--- config.mk ---
export PLATFORM = sky130hd
export DESIGN_NAME = mem_port_arbiter
export DESIGN_NICKNAME = d
export VERILOG_FILES = /design/src/rtl/mem_port_arbiter.sv
export SDC_FILE = /design/constraint.sdc
export NUM_CORES = 1
export LEC_CHECK = 0
export CAP_MARGIN = 15
export CORE_MARGIN = 5
export CORE_UTILIZATION = 42
export CTS_BUF_LIST = sky130_fd_sc_hd__clkbuf_8 sky130_fd_sc_hd__clkbuf_16
export DETAILED_ROUTE_END_ITERATION = 10
export PLACE_DENSITY = 0.95
export SYNTH_ARGS = -nofsm -noshare
export SYNTH_HDL_FRONTEND = slang
export SYNTH_SLANG_ARGS = --single-unit
--- constraint.sdc ---
create_clock -name clk -period 2.7 [get_ports clk]
set_input_delay 0.81 -clock clk [delete_from_list [all_inputs] [get_ports clk]]
set_output_delay 0.81 -clock clk [all_outputs]
set_load 0.03 [all_outputs]
--- src/rtl/mem_port_arbiter.sv ---
// Round-robin arbiter that turns fetch and data requests into fixed-length memory accesses.
// Optional alignment faulting is compiled in with `define MEM_ARB_ALIGN_CHECK_EN.
module mem_port_arbiter #(
    parameter int unsigned WAIT_CYCLES = 2
) (
    input  logic        clk,
    input  logic        reset,
    input  logic        if_req,
    input  logic [31:0] if_addr,
    input  logic [1:0]  if_size,
    output logic        if_ack,
    output logic [31:0] if_rdata,
    output logic        if_fault,
    input  logic        d_req,
    input  logic        d_rw,
    input  logic [31:0] d_addr,
    input  logic [1:0]  d_size,
    input  logic [31:0] d_wdata,
    output logic        d_ack,
    output logic [31:0] d_rdata,
    output logic        d_fault,
    output logic        mem_en,
    output logic        mem_rw,
    output logic [31:0] mem_addr,
    output logic [31:0] mem_wdata,
    output logic [1:0]  mem_size,
    input  logic [31:0] mem_rdata,
    output logic        busy
);
    // ACCESS is the only state with both bits set, and every legal transition into or
    // out of it moves the bits monotonically, so the mem_en/mem_rw decode cannot glitch.
    typedef enum logic [1:0] {
        IDLE   = 2'b00,
        SETUP  = 2'b01,
        ACCESS = 2'b11,
        DONE   = 2'b10
    } state_t;

    typedef enum logic {
        PORT_IF = 1'b0,
        PORT_D  = 1'b1
    } port_t;

    localparam logic [1:0] SZ_BYTE  = 2'b00;
    localparam logic [1:0] SZ_HALF  = 2'b01;
    localparam logic [1:0] SZ_WORD  = 2'b10;
    localparam logic [3:0] CNT_LOAD = 4'(WAIT_CYCLES - 1);

    state_t      state, state_next;
    port_t       last_grant, grant_q, grant_sel;
    logic        req_any;
    logic [31:0] sel_addr;
    logic [1:0]  sel_size;
    logic        sel_fault;
    logic [3:0]  cnt_q;
    logic [31:0] addr_q, wdata_q, rdata_q, rdata_ext;
    logic [1:0]  size_q;
    logic        rw_q;
    logic        done_if, done_d;

    always_comb begin
        // NOTE: every signal written here gets a default first, so no path can infer a latch.
        req_any   = if_req | d_req;
        grant_sel = PORT_D;
        if (if_req && (!d_req || last_grant == PORT_D))
            grant_sel = PORT_IF;
        sel_addr = (grant_sel == PORT_IF) ? if_addr : d_addr;
        sel_size = (grant_sel == PORT_IF) ? if_size : d_size;
        if (sel_size == 2'b11)
            sel_size = SZ_BYTE;
    end

`ifdef MEM_ARB_ALIGN_CHECK_EN
    assign sel_fault = ((sel_size == SZ_HALF) && sel_addr[0]) ||
                       ((sel_size == SZ_WORD) && (sel_addr[1:0] != 2'b00));
`else
    assign sel_fault = 1'b0;
`endif

    always_ff @(posedge clk) begin
        // NOTE: sequential state uses non-blocking assignments so every register samples pre-edge values.
        if (reset)
            state <= IDLE;
        else
            state <= state_next;
    end

    always_comb begin
        state_next = state;
        case (state)
            IDLE:    if (req_any) state_next = sel_fault ? DONE : SETUP;
            SETUP:   state_next = ACCESS;
            ACCESS:  if (cnt_q == 4'd0) state_next = DONE;
            DONE:    state_next = IDLE;
            default: state_next = IDLE;
        endcase
    end

    always_comb begin
        case (size_q)
            SZ_HALF: rdata_ext = {16'b0, mem_rdata[15:0]};
            SZ_WORD: rdata_ext = mem_rdata;
            default: rdata_ext = {24'b0, mem_rdata[7:0]};
        endcase
    end

    always_ff @(posedge clk) begin
        if (reset) begin
            last_grant <= PORT_D;
            grant_q    <= PORT_IF;
            cnt_q      <= 4'd0;
            addr_q     <= '0;
            wdata_q    <= '0;
            size_q     <= SZ_BYTE;
            rw_q       <= 1'b1;
            rdata_q    <= '0;
        end else begin
            case (state)
                IDLE: if (req_any) begin
                    grant_q <= grant_sel;
                    addr_q  <= sel_addr;
                    size_q  <= sel_size;
                    rw_q    <= (grant_sel == PORT_IF) ? 1'b1 : d_rw;
                    wdata_q <= (grant_sel == PORT_IF) ? 32'h0 : d_wdata;
                    rdata_q <= '0;
                end
                SETUP:  cnt_q <= CNT_LOAD;
                ACCESS: begin
                    if (cnt_q == 4'd0) begin
                        if (rw_q)
                            rdata_q <= rdata_ext;
                    end else begin
                        cnt_q <= cnt_q - 4'd1;
                    end
                end
                DONE:    last_grant <= grant_q;
                default: ;
            endcase
        end
    end

    assign done_if = (state == DONE) && (grant_q == PORT_IF);
    assign done_d  = (state == DONE) && (grant_q == PORT_D);

`ifdef MEM_ARB_ALIGN_CHECK_EN
    logic fault_q;

    always_ff @(posedge clk) begin
        if (reset)
            fault_q <= 1'b0;
        else if (state == IDLE && req_any)
            fault_q <= sel_fault;
    end

    assign if_fault = done_if & fault_q;
    assign d_fault  = done_d & fault_q;
`else
    assign if_fault = 1'b0;
    assign d_fault  = 1'b0;
`endif

    assign if_ack    = done_if;
    assign d_ack     = done_d;
    assign if_rdata  = done_if ? rdata_q : 32'h0;
    assign d_rdata   = done_d ? rdata_q : 32'h0;
    assign mem_en    = (state == ACCESS);
    assign mem_rw    = !((state == ACCESS) && !rw_q);
    assign mem_addr  = addr_q;
    assign mem_wdata = wdata_q;
    assign mem_size  = size_q;
    assign busy      = (state != IDLE);

endmodule

Yosys cells after proc, flatten, opt, wreduce, memory -nomap -nowiden. Cells that the tools add are included.

Add/subtract/negate cells: 1. Equal/unequal tests: 10. Multiplexer cells: 18. Bitwise operators: 2. Reduce and logical (&&, ||, !) cells: 17.

Operator list (count): 32-bit 2-to-1 mux (7); 32-bit case mux with 2 select lines (2); 2-bit == test, second input constant (4); 2-bit 2-to-1 mux (4); 2-bit case mux with 4 select lines (1); 4-bit case mux with 2 select lines (1); 2-bit AND reduction (3); 2-bit nonzero test (3); 2-bit by 1-bit == test with 1-bit output, second input constant (2); 1-bit logical AND (4); 4-bit zero test (1); 4-bit 2-to-1 mux (1); 2-bit by 1-bit inequality test with 1-bit output, second input constant (2); 2-bit inequality test, second input constant (2); 4-bit AND reduction (1); 4-bit by 1-bit subtractor with 4-bit output, second input constant (1); 1-bit zero test (3); 2-bit zero test (1); 1-bit 2-to-1 mux (2); 1-bit logical OR (1); 1-bit inverter (1); 1-bit OR (1).

Flip-flop bits (word level): 107. Bits of input ports: 137. Output and inout bits: 137.

Logic depth before layout (Yosys ltp).
Word-level depth: 6. Mapped depth: 8. Mapped depth without buffers: 6.

Worst setup path after synthesis. OpenSTA, ideal clock, no wires.

Path type: reg2out. Start point: register state[1]. End point: output port d_rdata[23]. Arrival: 1594 ps. Setup slack: 296 ps. Cell stages (with the launch flop): 6. Path buffers: 2. Cells stage by stage: dfxtp_1 buf_2 nand2b_1 nor2_1 clkbuf_1 and2_1.

Word-level cells in the longest chain between the ends: 3.

Ends and longest elaborated chain: from (decl) (RTL line 49) `state_t state, state_next;`; from (signal assigned) (RTL line 85) `state <= state_next;`; 2-bit == test (RTL line 143) `assign done_d = (state == DONE) && (grant_q == PORT_D);`; 1-bit logical AND (RTL line 143); named net d_ack (RTL line 19) `output logic d_ack,`; 32-bit 2-to-1 mux (RTL line 165) `assign d_rdata = done_d ? rdata_q : 32'h0;`; to (decl) (RTL line 20) `output logic [31:0] d_rdata,`.

The timed path passes the listed nets, and every way through them passes these cells.

Worst setup path after layout.
Start point: register state[1]. End point: output port mem_rw.

Word-level cells in the longest chain between the ends: 3.

Ends and longest elaborated chain: 2-bit == test (RTL line 167) `assign mem_rw = !((state == ACCESS) && !rw_q);`; 1-bit logical AND (RTL line 167); 1-bit zero test (RTL line 167); to (decl) (RTL line 23) `output logic mem_rw,`.

Every way passes these cells.

==> reports/qor.csv <==
stage,metric,value,unit
yosys,ys_ff_latch,107,
yosys,synth_top_area_frac,0.446,
die,die_w,117,um
critical_path,required,1.89,ns
cts,htree_num_levels,3,
finish,fillers,887,
critical_path,crit_type,flop to output port,
route,drc,0,
global_route,grt_busiest_layer,met2,
global_route,grt_pass1_vias,4889,
yosys,ys_async_sr_fraction,0,
yosys,yosys_warnings,0,
timing,fmax,382,MHz
global_route,grt_overflow_total,0,
timing,tightest_slew,0.520,ns
route,dr.pass1.iters,5,
critical_path,path_cells,nand2_1 > or2_2 > clkdlybuf4s50_1,
cts,clk_path_buf_depth,2,
die,initial_core_util,0.424,
yosys,synth.avg_cell_area,8.17,um^2
global_route,antenna_found_initial,0,
timing,setup_viol,0,
cts,cts_tree,yes,
die,top_level_ports,274,
yosys,netlist_top_cells_area,"dfxtp_1, nand2_1, and2_1",
cts,cts_root_buf,clkbuf_16,
timing,min_period,2.62,ns
pwr,power_density,517,nW/um^2
finish,finalInstanceArea,7840,um^2
cts,post_cts_buffers,0,
job,maxCapViolations,0,
finish,final_net_count,984,
pwr,ir_worst_vdd,332,uV
place,place_hpwl,12.2,mm
outcome,status,"finished, final reports clean",
global_route,grt_pass1_wl,24.3,mm
timing,finalCritPeriodShare,0.971,
yosys,synth.cell_area,4800,um^2
die,die_y,117,um
yosys,synth-edff-count,0,
timing,drv_slew,0,
global_route,grt_start_max_net_pins,82,
pwr,p_leak,0.00317,uW
die,fp-row-count,39,
critical_path,critPathArrivalTime,1.81,ns
yosys,ys_seq_area_frac,0.446,
route,drt-initial-drc-count,452,
critical_path,endpoint_kind,output port,
global_route,met2_usage,0.390,
hold_path,hold_path_class,flop to flop,
critical_path,max_stage_delay,0.62,ns
route,vias,5106,
yosys,ys.flop_type,dfxtp_1,
route,viasPerCell,5.15,
cts,clk_latency,0.34,ns
route,avgRoutedWirePerCell,16.2,um
cts,cts_resized,0,
cts,cts_hold_buf,0,
finish,drive_gt1_frac,0.133,
route,wl,16.0,mm
critical_path,critPathSlowestCell,clkdlybuf4s50_1,
timing,relSlewSlack,0.652,
cts,cts.sinks,107,
finish,area_delta_synth_final,63.2,%
finish,regArea,2140,um^2
yosys,synth.distinct_cells,42,
place,gp_congestion,0.822,
finish,multi_input_area,2400,um^2
place,place_area,7530,um^2
timing,skew,0.0114,ns
route,ant_nets,0,
finish,diodes,0,
die,coreArea,11300,um^2
cts,cts_buffers,9,
cts,clk_pin_slew,0.07,ns
timing,rsz0062_at_grt,false,
critical_path,startpoint_type,flop,
critical_path,path_max_fanout,5,
timing,timing.final.hold_violations,0,
global_route,globalRouteTotalUtil,0.224,
timing,setup_tns,0,ns
die,die_area,13700,um^2
global_route,gr-usage-met3,0.0751,
yosys,yosysTopAreaCell,dfxtp_1,
yosys,netlist_instances,588,
place,io_buffer_count,271,
global_route,grtUsageMet1,0.257,
==> worst max-delay path, delay by kind of cell, from the launching register on <==
| family | cells | cell delay [ns] |
|---|---|---|
| buffers and inverters | 1 | 0.62 |
| flip-flops | 1 | 0.47 |
| AND/OR/NAND/NOR | 2 | 0.38 |
==> metal layers <==
| layer | routed length [um] | share of wire |
|---|---|---|
| met1 | 5910 | 0.37 |
| met2 | 7930 | 0.49 |
| met3 | 1810 | 0.11 |
| met4 | 382 | 0.024 |
| met5 | 0 | 0 |
==> cell type report <==
class | count | area share
sequential | 107 | 0.273
timing repair buffer | 292 | 0.352
multi-input combinational | 422 | 0.307
clock inverter | 6 | 0.00910
inverter | 11 | 0.00527
clock buffer | 10 | 0.0305
tap | 143 | 0.0228
==> where the power goes <==
part | total (uW) | internal [uW] | switching [uW]
combinational | 976 | 468 | 508
clock | 1360 | 753 | 604
sequential | 1720 | 1660 | 53.8
total | 4050 | 2890 | 1170
==> state kept, by name, summed over array words and instances (netlist names) <==
| signal | count |
|---|---|
| mem_addr | 32 |
| mem_wdata | 32 |
| rdata_q | 32 |
| cnt_q | 4 |
| mem_size | 2 |
| state | 2 |
| grant_q | 1 |
| last_grant | 1 |
| rw_q | 1 |
==> cells in the final DEF (no fill, tap or decap), drive strengths merged, types with 3 or more instances in the layout <==
| cell | Yosys | final |
|---|---|---|
| a311oi | 32 | 32 |
| inv | 10 | 12 |
| nor2 | 74 | 74 |
| mux2i | 24 | 24 |
| nand2 | 120 | 120 |
| a22oi | 32 | 32 |
| dfxtp | 107 | 107 |
| ha | 4 | 4 |
| or2 | 3 | 3 |
| and2 | 66 | 66 |
| nand4 | 9 | 9 |
| clkdlybuf4s50 | 0 | 204 |
| o21ai | 13 | 13 |
| nand2b | 4 | 4 |
| a21oi | 18 | 18 |
| buf | 17 | 88 |
| clkbuf | 32 | 10 |
==> path summary, 6_finish.rpt <==
check             depth (start not counted)  slack (ns)                      from                        to
setup reg to reg                          7        0.67     cnt_q[0]$_SDFFE_PP0P_  rdata_q[14]$_SDFFE_PP0P_
setup / recovery                          3        0.08     state[1]$_SDFFE_PP0P_                    mem_rw
hold / removal                            2        0.46  rdata_q[17]$_SDFFE_PP0P_  rdata_q[17]$_SDFFE_PP0P_
hold reg to reg                           2        0.46  rdata_q[17]$_SDFFE_PP0P_  rdata_q[17]$_SDFFE_PP0P_
==> kinds of logic (layout without fill, tap and decap cells) <==
| logic type | after synthesis | after routing | synth area share |
|---|---|---|---|
| AO/OA/AOI/OAI | 101 | 101 | 0.152 |
| adder cells (fa/ha/maj) | 4 | 4 | 0.0104 |
| buffers and inverters | 60 | 319 | 0.0565 |
| flip-flops | 107 | 107 | 0.446 |
| multiplexers | 24 | 24 | 0.0500 |
| other | 1 | 2 | 0.000781 |
| AND/OR/NAND/NOR | 291 | 291 | 0.284 |
==> stage by stage <==
step                hold slack, ns   util  worst slack, ns  total power, uW  std cells
floorplan                    0.442      -            0.296             2250        589
global placement             0.450  0.665            0.299             2710        975
detailed placement           0.458  0.665            0.224             2730        975
CTS                          0.467  0.692           0.0605             4090        991
global route                 0.492  0.692           0.0209             4230        991
finish                       0.464  0.692           0.0795             4050        991
==> cell usage after synthesis (all sizes together) (2+ instances only) <==
master,instances
nor2,74
mux2i,24
a22oi,32
clkbuf,32
and2,66
nand2b,4
nor3b,2
ha,4
inv,10
nand2,120
a211oi,2
dfxtp,107
nand4,9
or2,3
buf,17
a21oi,18
nand3,2
nor2b,2
nor3,2
a311oi,32
o21ai,13
Power figures use the tool's default switching activity.
